File: config.mk
export PLATFORM = sky130hd
export DESIGN_NAME = fwd_hazard_unit
export DESIGN_NICKNAME = d
export VERILOG_FILES = /design/src/rtl/fwd_hazard_unit_pkg.sv /design/src/rtl/fwd_match_prio.sv /design/src/rtl/fwd_hazard_unit.sv
export SDC_FILE = /design/constraint.sdc
export NUM_CORES = 1
export LEC_CHECK = 0
export ABC_AREA = 1
export BUFFER_PORTS_ARGS = -buffer_cell sky130_fd_sc_hd__buf_2
export CAP_MARGIN = 20
export CORE_MARGIN = 4
export CORE_UTILIZATION = 45
export CTS_BUF_LIST = sky130_fd_sc_hd__clkbuf_8 sky130_fd_sc_hd__clkbuf_16
export CTS_CLUSTER_SIZE = 12
export DETAILED_ROUTE_END_ITERATION = 6
export PLACE_DENSITY = 0.69
export REMOVE_ABC_BUFFERS = 1
export SYNTH_ARGS = -nofsm -noshare
export SYNTH_HDL_FRONTEND = slang
export SYNTH_SLANG_ARGS = --single-unit
File: constraint.sdc
create_clock -name clk -period 4.2 [get_ports clk]
set_input_delay 0.63 -clock clk [delete_from_list [all_inputs] [get_ports clk]]
set_output_delay 0.63 -clock clk [all_outputs]
set_load 0.02 [all_outputs]
File: src/rtl/fwd_hazard_unit_pkg.sv
// Shared tag types for the forwarding / hazard unit.
// Tag entries mirror the dest-register view of each downstream stage.
package fwd_pkg;

  localparam int TAG_AW_MAX = 8;
  localparam int FSEL_RF = 0;

  typedef struct packed {
    logic                  we;
    logic                  load;
    logic [TAG_AW_MAX-1:0] dest;
  } tag_t;

  localparam tag_t BUBBLE = '0;

  function automatic tag_t mk_tag(
    input logic                  we,
    input logic                  load,
    input logic [TAG_AW_MAX-1:0] dest
  );
    tag_t t;
    t.we   = we;
    t.load = load;
    t.dest = dest;
    return t;
  endfunction

endpackage

File: src/rtl/fwd_match_prio.sv
// Youngest-producer search for one source operand.
// Also flags a load whose data is not yet forwardable.
import fwd_pkg::*;

module fwd_match_prio #(
  parameter int DEPTH      = 2,
  parameter int LOAD_STAGE = 2,
  parameter int FSEL_W     = 2
) (
  input  tag_t [DEPTH:1]        ent,
  input  logic [TAG_AW_MAX-1:0] src,
  input  logic                  used,
  input  logic                  valid,
  output logic [FSEL_W-1:0]     sel,
  output logic                  hazard
);

  // Scan oldest to youngest so the youngest match is the last write.
  always_comb begin
    sel    = FSEL_W'(FSEL_RF);
    hazard = 1'b0;
    for (int k = DEPTH; k >= 1; k--) begin
      if (valid && used && ent[k].we &&
          ent[k].dest != '0 && ent[k].dest == src) begin
        sel    = FSEL_W'(k);
        hazard = ent[k].load && (k < LOAD_STAGE);
      end
    end
  end

endmodule

File: src/rtl/fwd_hazard_unit.sv
// Forwarding select and load-use stall generation beside ID/EX.
// Shadow tag pipeline, stall priority update and stall counter.
import fwd_pkg::*;

module fwd_hazard_unit #(
  parameter int REG_AW     = 3,
  parameter int NUM_SRC    = 2,
  parameter int DEPTH      = 2,
  parameter int LOAD_STAGE = 2,
  parameter int CNT_W      = 16,
  localparam int FSEL_W    = $clog2(DEPTH+1)
) (
  input  logic                      clk,
  input  logic                      rst,
  input  logic                      id_valid,
  input  logic                      id_reg_write,
  input  logic                      id_mem_read,
  input  logic [REG_AW-1:0]         id_dest,
  input  logic [NUM_SRC*REG_AW-1:0] id_src,
  input  logic [NUM_SRC-1:0]        id_src_used,
  input  logic                      hold,
  input  logic                      flush,
  output logic [NUM_SRC*FSEL_W-1:0] fwd_sel,
  output logic                      load_use_stall,
  output logic [CNT_W-1:0]          stall_cycles
);

  tag_t [DEPTH:1]     ent_q;
  logic [NUM_SRC-1:0] hz;

  for (genvar i = 0; i < NUM_SRC; i++) begin : g_src
    fwd_match_prio #(
      .DEPTH      (DEPTH),
      .LOAD_STAGE (LOAD_STAGE),
      .FSEL_W     (FSEL_W)
    ) u_match (
      .ent    (ent_q),
      .src    (TAG_AW_MAX'(id_src[i*REG_AW +: REG_AW])),
      .used   (id_src_used[i]),
      .valid  (id_valid),
      .sel    (fwd_sel[i*FSEL_W +: FSEL_W]),
      .hazard (hz[i])
    );
  end

  assign load_use_stall = (|hz) && !flush;

  always_ff @(posedge clk or negedge rst) begin
    if (!rst) begin
      ent_q        <= '0;
      stall_cycles <= '0;
    end else if (!hold) begin
      if (flush || load_use_stall)
        ent_q[1] <= BUBBLE;
      else
        ent_q[1] <= mk_tag(id_valid & id_reg_write,
                           id_valid & id_mem_read,
                           TAG_AW_MAX'(id_dest));
      for (int k = 2; k <= DEPTH; k++)
        ent_q[k] <= ent_q[k-1];
      if (load_use_stall && stall_cycles != '1)
        stall_cycles <= stall_cycles + 1'b1;
    end
  end

endmodule

==> results of run 1 <==
## how the worst max path moves through the flow
| stage | start | end | slack [ns] | cells past startpoint |
|---|---|---|---|---|
| finish | id_src[1] | load_use_stall | 1.97 | 10 |
| global route | id_src[5] | load_use_stall | 1.87 | 10 |
| CTS | id_src[0] | load_use_stall | 1.97 | 10 |
| detailed placement | id_src[0] | load_use_stall | 1.97 | 10 |
| global placement | id_src[0] | load_use_stall | 2.00 | 10 |
| floorplan | id_src[2] | fwd_sel[1] | 2.00 | 7 |
## area by class of cell
class / instances / area [sq um]
clock buffers: 3 / 41.29
clock inverters: 1 / 7.507
fillers: 368 / 1521
inverters: 30 / 112.6
multi-input cells: 181 / 912.1
flip-flops and latches: 25 / 625.6
well taps: 46 / 57.56
repair buffers: 38 / 190.2
## stage by stage
| step | utilization, % | cells | power, mW | hold slack, ns | instance area [sq um] |
|---|---|---|---|---|---|
| floorplan | - | 236 | 0.2884 | 0.3344 | 1650 |
| global placement | 54.73 | 320 | 0.3143 | 0.4721 | 1898 |
| detailed placement | 54.73 | 320 | 0.3147 | 0.4885 | 1898 |
| CTS | 56.13 | 324 | 0.4600 | 0.3553 | 1947 |
| global route | 56.13 | 324 | 0.4814 | 0.3686 | 1947 |
| finish | 56.13 | 324 | 0.4579 | 0.3307 | 1947 |
## state kept, by name, summed over array words and instances, names as in the netlist
name	cells
ent_q	9
stall_cycles	16
## metal layers
metal	vias up	share of wire, %
met3	2	4.9
met2	32	44
met4	0	0.60
met1	745	51
li1	844	-
met5	-	0
## power groups by stage
stage | combinational (mW) | clock, mW | sequential [mW]
2_1_floorplan | 0.0296 | 0 | 0.259
6_report | 0.0535 | 0.148 | 0.256
3_5_place_dp | 0.0538 | 0 | 0.261
5_1_grt | 0.0612 | 0.163 | 0.257
3_3_place_gp | 0.0533 | 0 | 0.261
4_1_cts | 0.0541 | 0.150 | 0.256
## kinds of logic after synthesis
kind of cell | synth area share (%)
AND/OR/NAND/NOR | 41.73
adder cells (fa/ha/maj) | 0.7450
AO/OA/AOI/OAI | 4.546
XOR/XNOR | 7.303
flip-flops | 37.26
buffers and inverters | 8.421
## cell usage in the layout (no fill, tap or decap), drive strengths merged
| cell | synthesis | routed |
|---|---|---|
| nand2 | 78 | 78 |
| buf | 3 | 38 |
| nand3 | 32 | 32 |
| inv | 30 | 30 |
| nor2 | 26 | 26 |
| dfrtp | 25 | 25 |
| o21ai | 10 | 10 |
| nor3 | 8 | 8 |
| xor2 | 8 | 8 |
| nand4 | 8 | 8 |
| xnor2 | 6 | 6 |
| clkbuf | 2 | 3 |
| a21oi | 2 | 2 |
| o2111ai | 1 | 1 |
| o211ai | 1 | 1 |
| ha | 1 | 1 |
| clkinvlp | 0 | 1 |
==> metrics.cfg, run 1 <==
[critical_path]
rr_startpoint=stall_cycles[0]
crit_type=in -> out
critPathMaxStageDelay_ns=0.15
start_kind=input port
crit_path_max_fanout=3
crit_arrival_ns=1.60
worstRegToRegCells=9
crit_chain=buf_2, inv_1, nand2_1, nand2_1, nor2_1, nand3_1, nand2_2, nand3_4, inv_1, buf_2
crit_buf_inv=4
cp.required_ns=3.57
crit_path_end_kind=output port
reg2reg_setup_slack_ns=2.40
cp_top_family=simple AND/OR/NAND/NOR gates
reg2reg_to=stall_cycles[4]
critPathSlowestCell=buf_2

[timing]
max_freq_mhz=449.4
layout_min_cycle_time_ns=2.225
clock_skew_ns=0.006391
slew_headroom_pct=58.11
worst_slack_ns=1.975
tightest_slew_ns=0.6276
rsz0062_at_grt=no
period_share_pct=52.99
setup_violations=0
slew_violations=0
hold_viol_final=0
fin_setup_tns_ns=0

[cts]
cts_buffer_depth=2
clock_sinks=25
postCtsSetupBuffers=0
cts-hold-fix-buffers=0
cts_tree=built
clock_tree.htree_level_count=1
clkTransAtPathRegs_ns=0.09
insertion_delay_ns=0.27
post_cts_resized=0
cts_buffers=3
cts-root-buf=clkbuf_8

[placement]
pre_cts_ws_ns=1.975
dpl.hpwl_um=3126
gp_congestion=0.8548
io_buffers=38

[synthesis]
synth_edf_count=0
synth_area_per_cell_sq_um=6.967
yosysSeqAreaShare_pct=37.26
synth-main-ff-cell=dfrtp_1
synthArstFlopShare_pct=100.0
post_synth_num_cell_types=25
synth_area_sq_um=1679
synth_top_cell_by_area=dfrtp_1
ys_warn_count=0
synth_top_cell_area_share_pct=37.26
netlist_top_cells_count=76 x nand2_1, 31 x nand3_1, 27 x inv_1
synthCells=241
ys_seq_elements=25
synthMostInstantiatedCell=nand2_1
synthTopCellsByArea=dfrtp_1 37%, nand2_1 17%, nand3_1 9.2%

[floorplan]
dieArea_sq_um=4773
core-area_sq_um=3468
die_w_um=69.09
die_h_um=69.09
initial_core_util_pct=48.41
core.rowCount=21
top_level_ports=39

[power]
vdd.ir_drop.worst_v=0.0001659
power_switching_uw=124.3
powerDensity_nw_per_um2=235.2
p_leak_nw=1.054
power_frac_comb_pct=11.7
p_int_uw=333.6
p_clk_share_pct=32.3
pwr-share-seq_pct=56.0
swShare_pct=27.14

[route]
vias_per_cell=5.009
dr.pass1.iters=4
vias=1623
wl_per_cell_um=12.32
ant_nets=0
routed_wl_um=3992
drcViolationCount=0
drt_iter0_drc=93

[grt]
met3_usage_pct=3.198
antenna_found_initial=0
grt_pass1_vias=1492
grt_max_degree=26
grt_use_met1_pct=23.95
grt_usage_pct=17.10
gr-max-usage-layer=met2
grtUsageMet2_pct=27.01
grt_overflow=0
grt_first_pass_wirelength_um=6872

[layout]
nets=298
drive_gt1_share_pct=20.14
insertedDiodeCount=0
area_growth_pct=15.95

[flow_run]
drv_cap=0

[min_path]
hp-class=in -> async

[outcome]
status=finished clean

Note: power is estimated with default switching activity, not from simulation.
==> run 2: changes to the inputs <==
PLACE_DENSITY = 0.71   (was 0.69)
clock period = 1.9 ns   (was 4.2 ns; I/O delays follow)
==> run 2 against run 1 <==
Compared with the run above:
- first-iteration DRC count down 29%
- final cell count up 0.62%
- clock skew down 0.0053 ns
- critical path depth down 4
- die area unchanged
- combinational power up 130%
- worst setup slack worse by 1.9 ns
- largest cell class unchanged
- register-to-register slack worse by 2.2 ns
- critical endpoint is now fwd_sel[1]
- largest power group unchanged
- the flow now finishes with violations (negative hold slack)
==> metrics.cfg, run 2 (synthesis gave the netlist of run 1 again) <==
[power]
swShare_pct=26.17  ; was 27.14%
power_switching_uw=260.7  ; was 124.3 uW
power_frac_comb_pct=12.3  ; was 11.7%
vdd.ir_drop.worst_v=0.0003759  ; was 0.0001659 V
p_clk_share_pct=30.9  ; was 32.3%
p_int_uw=735.3  ; was 333.6 uW
pwr-share-seq_pct=56.8  ; was 56.0%
p_leak_nw=1.072  ; was 1.054 nW
powerDensity_nw_per_um2=502.6  ; was 235.2 nW/um^2
p_total_uw=996.0  ; was 457.9 uW

[layout]
final_common_cell=nand2_1  ; unchanged
nFillCells=368  ; unchanged
insertedDiodeCount=0  ; unchanged
drive_gt1_share_pct=21.07  ; was 20.14%
design_area_sq_um=1982  ; was 1947 sq um
regMostFlops=stall_cycles  ; unchanged
top_regs=stall_cycles x16, ent_q x9  ; unchanged
area_growth_pct=18.03  ; was 15.95%
final_cell_mix=76 x nand2_1, 37 x buf_2, 30 x nand3_1, 28 x inv_1, 25 x dfrtp_1  ; was 76 x nand2_1, 38 x buf_2, 31 x nand3_1, 27 x inv_1, 25 x dfrtp_1
largest_reg_flops=16  ; unchanged
nets=300  ; was 298

[timing]
slew_violations=0  ; unchanged
fin_setup_tns_ns=0  ; unchanged
worst_slack_ns=0.1065  ; was 1.975 ns
whs_ns=-0.007154  ; was 0.3307 ns
slew_headroom_pct=63.48  ; was 58.11%
tightest_slew_ns=0.5478  ; was 0.6276 ns
hold_viol_final=25  ; was 0
period_share_pct=94.39
clock_skew_ns=0.001092  ; was 0.006391 ns
layout_min_cycle_time_ns=1.793
setup_violations=0  ; unchanged
max_freq_mhz=557.6

[placement]
place_area_sq_um=1906  ; was 1898 sq um
dpl.hpwl_um=3168  ; was 3126 um
io_buffers=38  ; unchanged
pre_cts_ws_ns=0.1589  ; was 1.975 ns
gp_congestion=0.8437  ; was 0.8548

[grt]
grt_usage_pct=17.85  ; was 17.10%
grt_overflow=0  ; unchanged
grt_max_degree=26  ; unchanged
antenna_found_initial=0  ; unchanged
grt_first_pass_wirelength_um=6982  ; was 6872 um
grt_pass1_vias=1521  ; was 1492

[critical_path]
crit_type=reg -> out  ; was in -> out
crit_path_end_kind=output port  ; unchanged
cp_top_family=simple AND/OR/NAND/NOR gates  ; unchanged
critPathMaxStageDelay_ns=0.43  ; was 0.15 ns
worstRegToRegCells=10  ; was 9
crit_buf_inv=2  ; was 4
critPathSlowestCell=dfrtp_1  ; was buf_2
start_kind=register  ; was input port
reg2reg_setup_slack_ns=0.20  ; was 2.40 ns
reg2reg_to=stall_cycles[7]  ; was stall_cycles[4]
rr_startpoint=stall_cycles[0]  ; unchanged
crit_path_max_fanout=4  ; was 3
crit_arrival_ns=1.51  ; was 1.60 ns
crit_chain=nor2_1, o21ai_1, nand3_1, inv_1, nor3_1, buf_2  ; was buf_2, inv_1, nand2_1, nand2_1, nor2_1, nand3_1, nand2_2, nand3_4, inv_1, buf_2
cp.required_ns=1.62  ; was 3.57 ns

[cts]
clock_tree.htree_level_count=1  ; unchanged
cts-root-buf=clkbuf_8  ; unchanged
cts_tree=built  ; unchanged
cts_buffers=3  ; unchanged
cts_buffer_depth=2  ; unchanged
insertion_delay_ns=0.27  ; about the same
clock_sinks=25  ; unchanged
clkTransAtPathRegs_ns=0.08  ; was 0.09 ns

[route]
dr.pass1.iters=4  ; unchanged
vias_per_cell=4.991  ; was 5.009
ant_nets=0  ; unchanged
drt_iter0_drc=66  ; was 93
wl_per_cell_um=12.30  ; was 12.32 um
drcViolationCount=0  ; unchanged
routed_wl_um=4009  ; was 3992 um
vias=1627  ; was 1623

[floorplan]
core-area_sq_um=3468  ; unchanged
top_level_ports=39  ; unchanged
core.rowCount=21  ; unchanged
initial_core_util_pct=48.41  ; unchanged
die_w_um=69.09  ; unchanged
die_h_um=69.09  ; unchanged
dieArea_sq_um=4773  ; unchanged

[flow_run]
drv_cap=0  ; unchanged

[outcome]
violations=negative hold slack
status=finished, violations left  ; was finished clean

[min_path]
hp-class=in -> async  ; unchanged

run 2: area by class of cell:
type                            instances  area [sq um]  share of cell area (%)
Multi-Input combinational cell        181         933.4                   47.10
Clock buffer                            3         41.29                   2.083
Sequential cell                        25         625.6                   31.57
Timing Repair Buffer                   40         207.7                   10.48
Inverter                               30         112.6                   5.682
Tap cell                               46         57.56                   2.904
Clock inverter                          1         3.754                  0.1894
run 2: routing by layer:
metal	part of all wire, %	vias up	routed length (um)	global-route usage, %
met1	51	744	2035	25.27
met5	0	-	0	0
met2	44	34	1747	27.44
li1	-	845	-	-
met4	1.6	0	65	6.508
met3	4.0	4	160	2.762
run 2: metrics by stage:
| stage | cells | utilization [%] |
|---|---|---|
| after global routing | 326 | 57.14 |
| after floorplan | 236 | - |
| final | 326 | 57.14 |
| after CTS | 325 | 56.24 |
| after global placement | 321 | 54.94 |
| after detailed placement | 321 | 54.94 |
run 2: power groups by stage:
stage,clock [mW],sequential (mW),combinational [mW]
after floorplan,0,0.572,0.0655
after global placement,0,0.576,0.118
after detailed placement,0,0.576,0.119
after CTS,0.317,0.565,0.120
after global routing,0.345,0.568,0.140
final,0.308,0.565,0.122
run 2: worst max-delay path by stage:
stage,startpoint,to,slack [ns],depth (start not counted)
2_1_floorplan,ent_q[1],fwd_sel[1],0.25,5
3_3_place_gp,stall_cycles[0],stall_cycles[1],0.22,9
3_5_place_dp,stall_cycles[0],stall_cycles[2],0.16,9
4_1_cts,ent_q[1],load_use_stall,0.06,9
5_1_grt,ent_q[1],load_use_stall,-0.009,9
6_report,ent_q[1],fwd_sel[1],0.11,6
run 2: repair_timing:
| item | in CTS | in global routing |
|---|---|---|
| buffers inserted | 0 | 1 |
| setup endpoints to repair | 0 | 4 |
| gates resized for setup | 0 | 5 |
| endpoints found under the hold margin | 0 | 0 |
| hold buffers | 0 | 0 |
